## src/rtl/dff_timing_pkg.sv

```systemverilog
// rtl/dff_timing_pkg.sv - shared types and defaults for the DFF timing driver
// Purpose: command opcodes, FSM state encodings, default timing limits and
//          the width helper used to size the tick counters.
package dff_timing_pkg;

  typedef enum logic [1:0] {
    OP_CAPTURE = 2'd0,
    OP_PRESET  = 2'd1,
    OP_CLEAR   = 2'd2,
    OP_NOP     = 2'd3
  } op_e;

  typedef logic [2:0] state_e;

  localparam state_e ST_IDLE  = 3'd0;
  localparam state_e ST_SETUP = 3'd1;
  localparam state_e ST_HIGH  = 3'd2;
  localparam state_e ST_PULSE = 3'd3;
  localparam state_e ST_NOP   = 3'd4;

  localparam int DEF_T_SU  = 10;
  localparam int DEF_T_HD  = 1;
  localparam int DEF_T_PW  = 25;
  localparam int DEF_T_WPC = 10;
  localparam int DEF_T_REC = 5;

  function automatic int max4(input int a, input int b, input int c, input int d);
    int m;
    m = a;
    if (b > m) m = b;
    if (c > m) m = c;
    if (d > m) m = d;
    return m;
  endfunction

endpackage

```

## src/rtl/dff_tick_timer.sv

```systemverilog
// rtl/dff_tick_timer.sv - loadable down-counter timing one FSM phase
// Purpose: holds the remaining ticks of the current phase; zero means the
//          current tick is the last one of the phase.
// Ports:
//   clock      in  base tick clock
//   rst_n      in  asynchronous active-low reset
//   load       in  load load_value this edge (wins over counting)
//   load_value in  W  value to load
//   value      out W  remaining count
//   zero       out    value == 0
module dff_tick_timer #(
  parameter int W = 5
) (
  input  logic         clock,
  input  logic         rst_n,
  input  logic         load,
  input  logic [W-1:0] load_value,
  output logic [W-1:0] value,
  output logic         zero
);

  logic [W-1:0] value_q, value_d;

  always_comb begin
    value_d = value_q;
    if (load) begin
      value_d = load_value;
    end else if (value_q != '0) begin
      value_d = value_q - W'(1);
    end
  end

  always_ff @(posedge clock or negedge rst_n) begin
    if (!rst_n) value_q <= '0;
    else        value_q <= value_d;
  end

  assign value = value_q;
  assign zero  = (value_q == '0);

endmodule

```

## src/rtl/dff_timing_driver.sv

```systemverilog
// rtl/dff_timing_driver.sv - command-driven stimulus for a preset/clear DFF
// Purpose: turns CAPTURE/PRESET/CLEAR/NOP commands into dff_clock/dff_data/
//          dff_preset/dff_clear waveforms that always meet setup, hold,
//          period, pulse-width and recovery limits, and tracks the q the
//          cell must show afterwards.
// Ports:
//   clock, rst_n            base tick clock, async active-low reset
//   cmd_valid/cmd_ready     command handshake (ready only in IDLE)
//   cmd_op[1:0], cmd_data   opcode and CAPTURE data bit
//   dff_clock, dff_data     clock and data to the DFF
//   dff_preset, dff_clear   active-low preset/clear to the DFF
//   expected_q/expected_vld q the DFF must hold, and whether it is known
//   done                    one-tick pulse on command completion
module dff_timing_driver
  import dff_timing_pkg::*;
#(
  parameter int T_SU  = DEF_T_SU,
  parameter int T_HD  = DEF_T_HD,
  parameter int T_PW  = DEF_T_PW,
  parameter int T_WPC = DEF_T_WPC,
  parameter int T_REC = DEF_T_REC
) (
  input  logic       clock,
  input  logic       rst_n,
  input  logic       cmd_valid,
  output logic       cmd_ready,
  input  logic [1:0] cmd_op,
  input  logic       cmd_data,
  output logic       dff_clock,
  output logic       dff_data,
  output logic       dff_preset,
  output logic       dff_clear,
  output logic       expected_q,
  output logic       expected_vld,
  output logic       done
);

  localparam int CW = $clog2(max4(T_PW, T_REC, T_SU, T_WPC) + 1);

  localparam logic [CW-1:0] CNT_MAX  = '1;
  localparam logic [CW-1:0] ONE      = CW'(1);
  // Timer loads are "ticks - 1": the phase ends on the tick where the timer reads zero.
  localparam logic [CW-1:0] SU_LOAD  = CW'((T_SU > 0) ? T_SU - 1 : 0);
  localparam logic [CW-1:0] HI_LOAD  = CW'(T_PW / 2 - 1);
  localparam logic [CW-1:0] WPC_LOAD = CW'(T_WPC - 1);
  // The rise is registered at the end of the checking tick, so one tick less is owed.
  localparam logic [CW-1:0] PW_MIN   = CW'(T_PW - 1);
  localparam logic [CW-1:0] REC_MIN  = CW'((T_REC > 0) ? T_REC - 1 : 0);

  if (T_PW < 4) begin : g_bad_pw
    $error("dff_timing_driver: T_PW must be >= 4");
  end
  if (T_WPC < 1) begin : g_bad_wpc
    $error("dff_timing_driver: T_WPC must be >= 1");
  end
  if (T_PW / 2 <= T_HD) begin : g_bad_hd
    $error("dff_timing_driver: T_PW/2 must exceed T_HD");
  end

  state_e        state_q, state_d;
  logic          ready_q, ready_d;
  logic          clk_q, clk_d;
  logic          data_q, data_d;
  logic          preset_q, preset_d;
  logic          clear_q, clear_d;
  logic          eq_q, eq_d;
  logic          evld_q, evld_d;
  logic          done_q, done_d;
  logic [CW-1:0] since_rise_q, since_rise_d;
  logic [CW-1:0] since_rel_q, since_rel_d;

  logic          tmr_load;
  logic [CW-1:0] tmr_load_value;
  logic [CW-1:0] tmr_value;
  logic          tmr_zero;
  logic          rise;
  logic          release_pulse;

  dff_tick_timer #(.W(CW)) u_timer (
    .clock      (clock),
    .rst_n      (rst_n),
    .load       (tmr_load),
    .load_value (tmr_load_value),
    .value      (tmr_value),
    .zero       (tmr_zero)
  );

  always_comb begin
    state_d        = state_q;
    clk_d          = clk_q;
    data_d         = data_q;
    preset_d       = preset_q;
    clear_d        = clear_q;
    eq_d           = eq_q;
    evld_d         = evld_q;
    done_d         = 1'b0;
    tmr_load       = 1'b0;
    tmr_load_value = '0;
    rise           = 1'b0;
    release_pulse  = 1'b0;

    case (state_q)
      ST_IDLE: begin
        if (cmd_valid) begin
          case (op_e'(cmd_op))
            OP_CAPTURE: begin
              data_d         = cmd_data;
              tmr_load       = 1'b1;
              tmr_load_value = SU_LOAD;
              state_d        = ST_SETUP;
            end
            OP_PRESET: begin
              preset_d       = 1'b0;
              tmr_load       = 1'b1;
              tmr_load_value = WPC_LOAD;
              state_d        = ST_PULSE;
            end
            OP_CLEAR: begin
              clear_d        = 1'b0;
              tmr_load       = 1'b1;
              tmr_load_value = WPC_LOAD;
              state_d        = ST_PULSE;
            end
            default: state_d = ST_NOP;
          endcase
        end
      end
      ST_SETUP: begin
        if (tmr_zero && (since_rise_q >= PW_MIN) && (since_rel_q >= REC_MIN)) begin
          clk_d          = 1'b1;
          rise           = 1'b1;
          tmr_load       = 1'b1;
          tmr_load_value = HI_LOAD;
          state_d        = ST_HIGH;
        end
      end
      ST_HIGH: begin
        if (tmr_zero) begin
          clk_d   = 1'b0;
          eq_d    = data_q;
          evld_d  = 1'b1;
          done_d  = 1'b1;
          state_d = ST_IDLE;
        end
      end
      ST_PULSE: begin
        if (tmr_zero) begin
          // Whichever line is low identifies the pulse: preset low -> q=1.
          eq_d          = ~preset_q;
          preset_d      = 1'b1;
          clear_d       = 1'b1;
          release_pulse = 1'b1;
          evld_d        = 1'b1;
          done_d        = 1'b1;
          state_d       = ST_IDLE;
        end
      end
      ST_NOP: begin
        done_d  = 1'b1;
        state_d = ST_IDLE;
      end
      default: state_d = ST_IDLE;
    endcase

    ready_d = (state_d == ST_IDLE);

    if (rise)                        since_rise_d = '0;
    else if (since_rise_q == CNT_MAX) since_rise_d = since_rise_q;
    else                             since_rise_d = since_rise_q + ONE;

    if (release_pulse)               since_rel_d = '0;
    else if (since_rel_q == CNT_MAX)  since_rel_d = since_rel_q;
    else                             since_rel_d = since_rel_q + ONE;
  end

  always_ff @(posedge clock or negedge rst_n) begin
    if (!rst_n) begin
      state_q      <= ST_IDLE;
      ready_q      <= 1'b1;
      clk_q        <= 1'b0;
      data_q       <= 1'b0;
      preset_q     <= 1'b1;
      clear_q      <= 1'b1;
      eq_q         <= 1'b0;
      evld_q       <= 1'b0;
      done_q       <= 1'b0;
      since_rise_q <= CNT_MAX;
      since_rel_q  <= CNT_MAX;
    end else begin
      state_q      <= state_d;
      ready_q      <= ready_d;
      clk_q        <= clk_d;
      data_q       <= data_d;
      preset_q     <= preset_d;
      clear_q      <= clear_d;
      eq_q         <= eq_d;
      evld_q       <= evld_d;
      done_q       <= done_d;
      since_rise_q <= since_rise_d;
      since_rel_q  <= since_rel_d;
    end
  end

  assign cmd_ready    = ready_q;
  assign dff_clock    = clk_q;
  assign dff_data     = data_q;
  assign dff_preset   = preset_q;
  assign dff_clear    = clear_q;
  assign expected_q   = eq_q;
  assign expected_vld = evld_q;
  assign done         = done_q;

endmodule

```

## config.mk

```make
export PLATFORM = sky130hd
export DESIGN_NAME = dff_timing_driver
export DESIGN_NICKNAME = d
export VERILOG_FILES = /design/src/rtl/dff_timing_pkg.sv /design/src/rtl/dff_tick_timer.sv /design/src/rtl/dff_timing_driver.sv
export SDC_FILE = /design/constraint.sdc
export NUM_CORES = 1
export LEC_CHECK = 0
export BUFFER_PORTS_ARGS = -buffer_cell sky130_fd_sc_hd__buf_2
export CORE_AREA = 2 2 42 73
export CTS_BUF_LIST = sky130_fd_sc_hd__clkbuf_8
export CTS_CLUSTER_DIAMETER = 40
export DETAILED_ROUTE_END_ITERATION = 8
export DIE_AREA = 0 0 44 75
export PLACE_DENSITY = 0.72
export SLEW_MARGIN = 30
export SYNTH_ARGS = -nofsm -noshare
export SYNTH_HDL_FRONTEND = slang
export SYNTH_SLANG_ARGS = --single-unit
```

## constraint.sdc

```tcl
create_clock -name clock -period 1.9 [get_ports clock]
set_clock_uncertainty 0.05 [all_clocks]
set_input_delay 0.095 -clock clock [delete_from_list [all_inputs] [get_ports clock]]
set_output_delay 0.095 -clock clock [all_outputs]
set_load 0.03 [all_outputs]
```

==> flow_summary.json, run 1 <==
{
  "crit_type": "reg -> reg",
  "nets": 161,
  "fp-row-count": 25,
  "grt_setup_unrepaired": "false",
  "synth_ff_type": "dfstp_2",
  "cap_violations": 0,
  "viasPerCell": 5.746,
  "die_w_um": 44,
  "cts_setup_buffers": 0,
  "fin_tns_setup_ns": 0,
  "met1_usage_pct": 18.03,
  "grt_max_degree": 27,
  "ant_nets": 0,
  "arrival_ns": 1.82,
  "gp_congestion": 0.8228,
  "antenna_found_initial": 0,
  "path_clk_slew_ns": 0.09,
  "ys_types": 41,
  "grt_use_met2_pct": 33.99,
  "p_seq_share_pct": 42.8,
  "pin_count": 14,
  "cp_max_fo": 4,
  "synth_fp_nets": 142,
  "hold_viol": 0,
  "core_region_area_mm2": 0.002690,
  "swShare_pct": 37.97,
  "end_kind": "flip-flop",
  "drtIter0Drc": 22,
  "clk_latency_ns": 0.27,
  "reg2reg_from": "u_timer.value[0]",
  "grt_pass1_vias": 1046,
  "synth_seq_cells": 26,
  "clockRootBuffer": "clkbuf_8",
  "initial_core_util_pct": 53.30,
  "fin_crit_sh_pct": 90.33,
  "status": "completed",
  "crit_family": "simple AND/OR/NAND/NOR gates",
  "synth-seq-area-share_pct": 46.51,
  "die_h_um": 75,
  "fmax_mhz": 582.7,
  "grt_pass1_wl_mm": 4.367,
  "comb_power_share_pct": 40.7,
  "seq_area_um2": 666.9,
  "syn_area_mm2": 0.001434,
  "die-area_mm2": 0.003300,
  "p_int_mw": 1.730,
  "final_cell_mix": "dfstp_2, dfrtp_1, buf_2, ha_1",
  "grt-busiest-layer": "met2",
  "overflow": 0,
  "first_pass_iters": 3,
  "setup_ws_ns": 0.1838,
  "netlist_instances": 124,
  "areaGrowthSynthToFinish_pct": 12.48,
  "max_slew_margin_pct": 62.59,
  "place_ws_ns": 0.2346,
  "utilization_pct": 59.95,
  "rr_worst_depth": 5,
  "reg2reg_slack_ns": 0.18,
  "placedCellCount": 163,
  "grt_usage_pct": 18.23,
  "async_flop_share_pct": 100.0,
  "crit_chain": "inv_1, ha_1, or4b_4, a211oi_1, o21ai_1",
  "multi_input_area_um2": 699.4,
  "min_path_cells": 2,
  "clock_sinks": 26,
  "synth-edff-count": 0,
  "worstPathRequired_ns": 2.01,
  "period_needed_ns": 1.716,
  "slowest_stage": "or4b_4",
  "p_per_area_mw_per_mm2": 1729,
  "nFillCells": 213,
  "num_vias": 971,
  "p_leak_nw": 0.7756,
  "final_area_mm2": 0.001613,
  "cts_tree": "yes",
  "routed_wl_mm": 2.594,
  "drive_gt1_share_pct": 28.87,
  "power_mw": 2.789,
  "use_met3_pct": 2.878,
  "stdcell_count": 169,
  "port-buffer-count": 13,
  "vdd_drop_max_uv": 931.5,
  "worstMarginPinSlew_ns": 0.5612,
  "setup_viol": 0,
  "timing.rr.end": "u_timer.value[0]",
  "finalMaxSlewViolations": 0,
  "cp_slowest_stage_delay_ns": 0.51,
  "num_antenna_cells": 0,
  "startpoint_type": "flip-flop",
  "syn_avg_cell_area_um2": 11.56,
  "htree_levels": 1,
  "cts_buffer_depth": 2,
  "switchingPower_mw": 1.059,
  "drcViolationCount": 0,
  "hold_slack_ns": 0.007260,
  "cp.depth": 5,
  "clkPwrFrac_pct": 16.4,
  "cp-startpoint": "u_timer.value[0]",
  "setup.worst_path.end": "u_timer.value[0]",
  "cp_num_buf_inv": 1,
  "dpl-instance-area_mm2": 0.001521,
  "numCtsBuffers": 3,
  "wire_per_inst_um": 15.35,
  "hold_path_class": "in -> reg",
  "synth_warnings": 0
}
layer usage:
layer  vias up  wire length (µm)
met5         -                 0
met4         0                98
met3        10                41
met2        17              1498
met1       481               956
li1        463                 -
state kept, by name, indices dropped and copies added, names as in the netlist:
signal	count
done	1
since_rel_q	5
dff_data	1
expected_q	1
state_q	3
cmd_ready	1
u_timer.value	5
dff_preset	1
since_rise_q	5
expected_vld	1
dff_clear	1
dff_clock	1
synthesized netlist by cell type (all sizes together) (3+ instances only):
cell	number	area, µm²
mux2i	5	50.05
nand2	7	33.78
buf	3	26.27
nor2b	3	26.27
and3	4	25.02
ha	12	150.1
inv	11	41.29
xnor2	4	35.03
xor2	4	35.03
nor2	11	41.29
dfrtp	13	325.3
dfstp	13	341.6
kinds of logic (layout without fill, tap and decap cells):
| family | after synthesis | count (layout) | synth area share, % |
|---|---|---|---|
| and+or+nand+nor | 42 | 42 | 19.46 |
| DFF | 26 | 26 | 46.51 |
| adders and majority gates | 12 | 12 | 10.47 |
| AOI/OAI and AO/OA | 16 | 16 | 9.426 |
| xor gates and xnor gates | 8 | 8 | 4.886 |
| buffers and inverters | 14 | 32 | 4.712 |
| muxes | 6 | 6 | 4.537 |
how the worst min path moves through the flow:
stage	from	endpoint	slack, ns
CTS	cmd_data	dff_data	0.009
global route	cmd_data	dff_data	0.001
floorplan	rst_n	dff_clock	-0.25
global placement	rst_n	dff_data	0.06
finish	cmd_data	dff_data	0.007
detailed placement	rst_n	dff_data	0.08
worst register-to-register path: stages, from the launching register on:
cell and delay, ns:
dfrtp_1 0.41, inv_1 0.11, ha_1 0.18, or4b_4 0.51, a211oi_1 0.24, o21ai_1 0.10
cell type report:
class | instances | share of cell area, %
Timing Repair Buffer | 17 | 6.206
Sequential cell | 26 | 41.35
Clock inverter | 1 | 1.862
Tap cell | 27 | 2.095
Clock buffer | 3 | 2.560
Multi-Input combinational cell | 84 | 43.37
Inverter | 11 | 2.560
timing repair:
action                                 CTS  global route
hold buffers                             2             0
resized for setup                        0             0
endpoints found under the hold margin   14             0
power by group through the flow:
stage / combinational, mW / sequential (mW) / clock, mW
4_1_cts: 1.16 / 1.19 / 0.467
5_1_grt: 1.27 / 1.23 / 0.500
2_1_floorplan: 0.818 / 1.24 / 0
3_3_place_gp: 1.09 / 1.18 / 0
6_report: 1.14 / 1.19 / 0.459
3_5_place_dp: 1.14 / 1.20 / 0
No activity file was read; power rests on OpenSTA's default activity.
==> run 2: changes to the inputs <==
- ABC_CLOCK_PERIOD_IN_PS: default -> 1900
- CELL_PAD_IN_SITES_DETAIL_PLACEMENT: default -> 1
- CELL_PAD_IN_SITES_GLOBAL_PLACEMENT: default -> 1
- CORE_AREA: 2 2 42 73 -> 2 2 44 77
- DIE_AREA: 0 0 44 75 -> 0 0 46 79
- PLACE_DENSITY: 0.72 -> default
- PLACE_DENSITY_LB_ADDON: default -> 0.1
==> run 2 against run 1 <==
Compared with the run above:
- critical path type unchanged
- hold slack improved by 0.069 ns
- largest cell class unchanged
- clock power fell by 21%
- total power is 4.1% lower
- highest routed layer unchanged
- critical endpoint is now since_rise_q[3]
- register-to-register slack about the same
- count of clock-buffer cells in the layout grew 1
- non-clock buffer count unchanged
==> flow_summary.json, run 2 (synthesized netlist as in run 1, its figures left out) <==
{
  "htree_levels": 1,
  "clkPwrFrac_pct": 13.5,
  "worstPathRequired_ns": 2.06,
  "gp_congestion": 0.6921,
  "timing.rr.end": "since_rise_q[3]",
  "overflow": 0,
  "rr_worst_depth": 6,
  "grt_max_degree": 27,
  "p_per_area_mw_per_mm2": 1669,
  "path_clk_slew_ns": 0.09,
  "viasPerCell": 5.643,
  "p_int_mw": 1.631,
  "drtIter0Drc": 2,
  "nFillCells": 338,
  "antenna_found_initial": 0,
  "comb_power_share_pct": 41.7,
  "drcViolationCount": 0,
  "p_leak_nw": 0.7669,
  "ant_nets": 0,
  "routed_wl_mm": 2.709,
  "core_region_area_mm2": 0.003040,
  "areaGrowthSynthToFinish_pct": 11.78,
  "cts_buffer_depth": 2,
  "reg2reg_slack_ns": 0.19,
  "num_vias": 965,
  "hold_path_class": "in -> reg",
  "grt_setup_unrepaired": "false",
  "clk_latency_ns": 0.28,
  "end_kind": "flip-flop",
  "num_antenna_cells": 0,
  "clock_sinks": 26,
  "reg2reg_from": "since_rise_q[0]",
  "fmax_mhz": 584.8,
  "setup_viol": 0,
  "worstMarginPinSlew_ns": 0.5666,
  "fin_crit_sh_pct": 90.00,
  "initial_core_util_pct": 47.16,
  "cap_violations": 0,
  "switchingPower_mw": 1.044,
  "utilization_pct": 52.72,
  "die_h_um": 79,
  "period_needed_ns": 1.710,
  "wire_per_inst_um": 15.84,
  "placedCellCount": 164,
  "min_from": "cmd_op[1]",
  "fp-row-count": 27,
  "vdd_drop_max_uv": 897.8,
  "pin_count": 14,
  "max_slew_margin_pct": 62.23,
  "arrival_ns": 1.87,
  "status": "completed",
  "die_w_um": 46,
  "grt_usage_pct": 18.23,
  "dp_hpwl_mm": 2.129,
  "final_cell_mix": "dfstp_2, dfrtp_1, buf_2, ha_1",
  "min_path_cells": 3,
  "drive_gt1_share_pct": 28.87,
  "fin_tns_setup_ns": 0,
  "nets": 161,
  "swShare_pct": 39.01,
  "finalMaxSlewViolations": 0,
  "first_pass_iters": 3,
  "hold_viol": 0,
  "min_to": "dff_clear",
  "grt_pass1_wl_mm": 4.781,
  "startpoint_type": "flip-flop",
  "cts_tree": "yes",
  "die-area_mm2": 0.003634,
  "crit_type": "reg -> reg",
  "port-buffer-count": 13,
  "cp_max_fo": 5,
  "stdcell_count": 171,
  "numCtsBuffers": 3,
  "grt_pass1_vias": 1073,
  "p_seq_share_pct": 44.8,
  "clockRootBuffer": "clkbuf_8"
}
run 2: cell types whose count changed in the layout (fill, tap and decap cells not counted), sizes merged:
cell	previous run	this run
buf	15	14
bufinv	1	0
clkbuf	3	4
dlygate4sd3	2	3
run 2: area by class of cell:
cell class                      instances  area, µm²  area share, %
Clock buffer                            4      55.05          3.435
Inverter                               11      41.29          2.576
Timing Repair Buffer                   17      102.6          6.401
Tap cell                               29      36.28          2.264
Sequential cell                        26      666.9          41.61
Multi-Input combinational cell         84      700.7          43.72
run 2: timing repair:
action | CTS | global route
endpoints found under the hold margin | 15 | 0
resized for setup | 0 | 1
setup endpoints to repair | 0 | 1
hold buffers | 3 | 0
buffers inserted | 0 | 0
run 2: layer usage:
layer,part of all wire (%),track usage (%)
met5,0,0
met1,39,18.26
met2,57,34.17
met3,1.6,2.045
met4,2.5,8.571
run 2: power by group through the flow:
stage | combinational [mW] | clock [mW] | sequential (mW)
floorplan | 0.818 | 0 | 1.24
global placement | 1.09 | 0 | 1.19
detailed placement | 1.13 | 0 | 1.21
CTS | 1.14 | 0.378 | 1.21
global route | 1.26 | 0.391 | 1.25
finish | 1.12 | 0.361 | 1.20
run 2: how the worst max path moves through the flow:
stage,end,cells past startpoint,slack (ns),startpoint
5_1_grt,dff_clear,6,0.05,u_timer.value[0]
3_3_place_gp,dff_clear,6,0.14,u_timer.value[0]
2_1_floorplan,since_rise_q[3],6,0.37,since_rise_q[0]
6_report,since_rise_q[3],6,0.19,since_rise_q[0]
4_1_cts,dff_clear,6,0.06,u_timer.value[0]
3_5_place_dp,dff_clear,6,0.1,u_timer.value[0]
run 2: critical path, stage by stage, from the launching register on:
cell      delay, ns
dfstp_2        0.57
ha_1           0.18
and3_1         0.18
ha_1           0.28
nand4b_1       0.16
xor2_1         0.16
nor2_1         0.05
run 2: metrics by stage:
stage / power, mW / area [µm²] / hold WS, ns / setup slack [ns]
6_report: 2.675 / 1603 / 0.07578 / 0.1900
5_1_grt: 2.899 / 1603 / 0.1019 / 0.05162
4_1_cts: 2.728 / 1602 / 0.06729 / 0.06210
3_5_place_dp: 2.342 / 1516 / 0.08145 / 0.09555
3_3_place_gp: 2.280 / 1516 / 0.07424 / 0.1436
2_1_floorplan: 2.062 / 1434 / -0.2506 / 0.3721
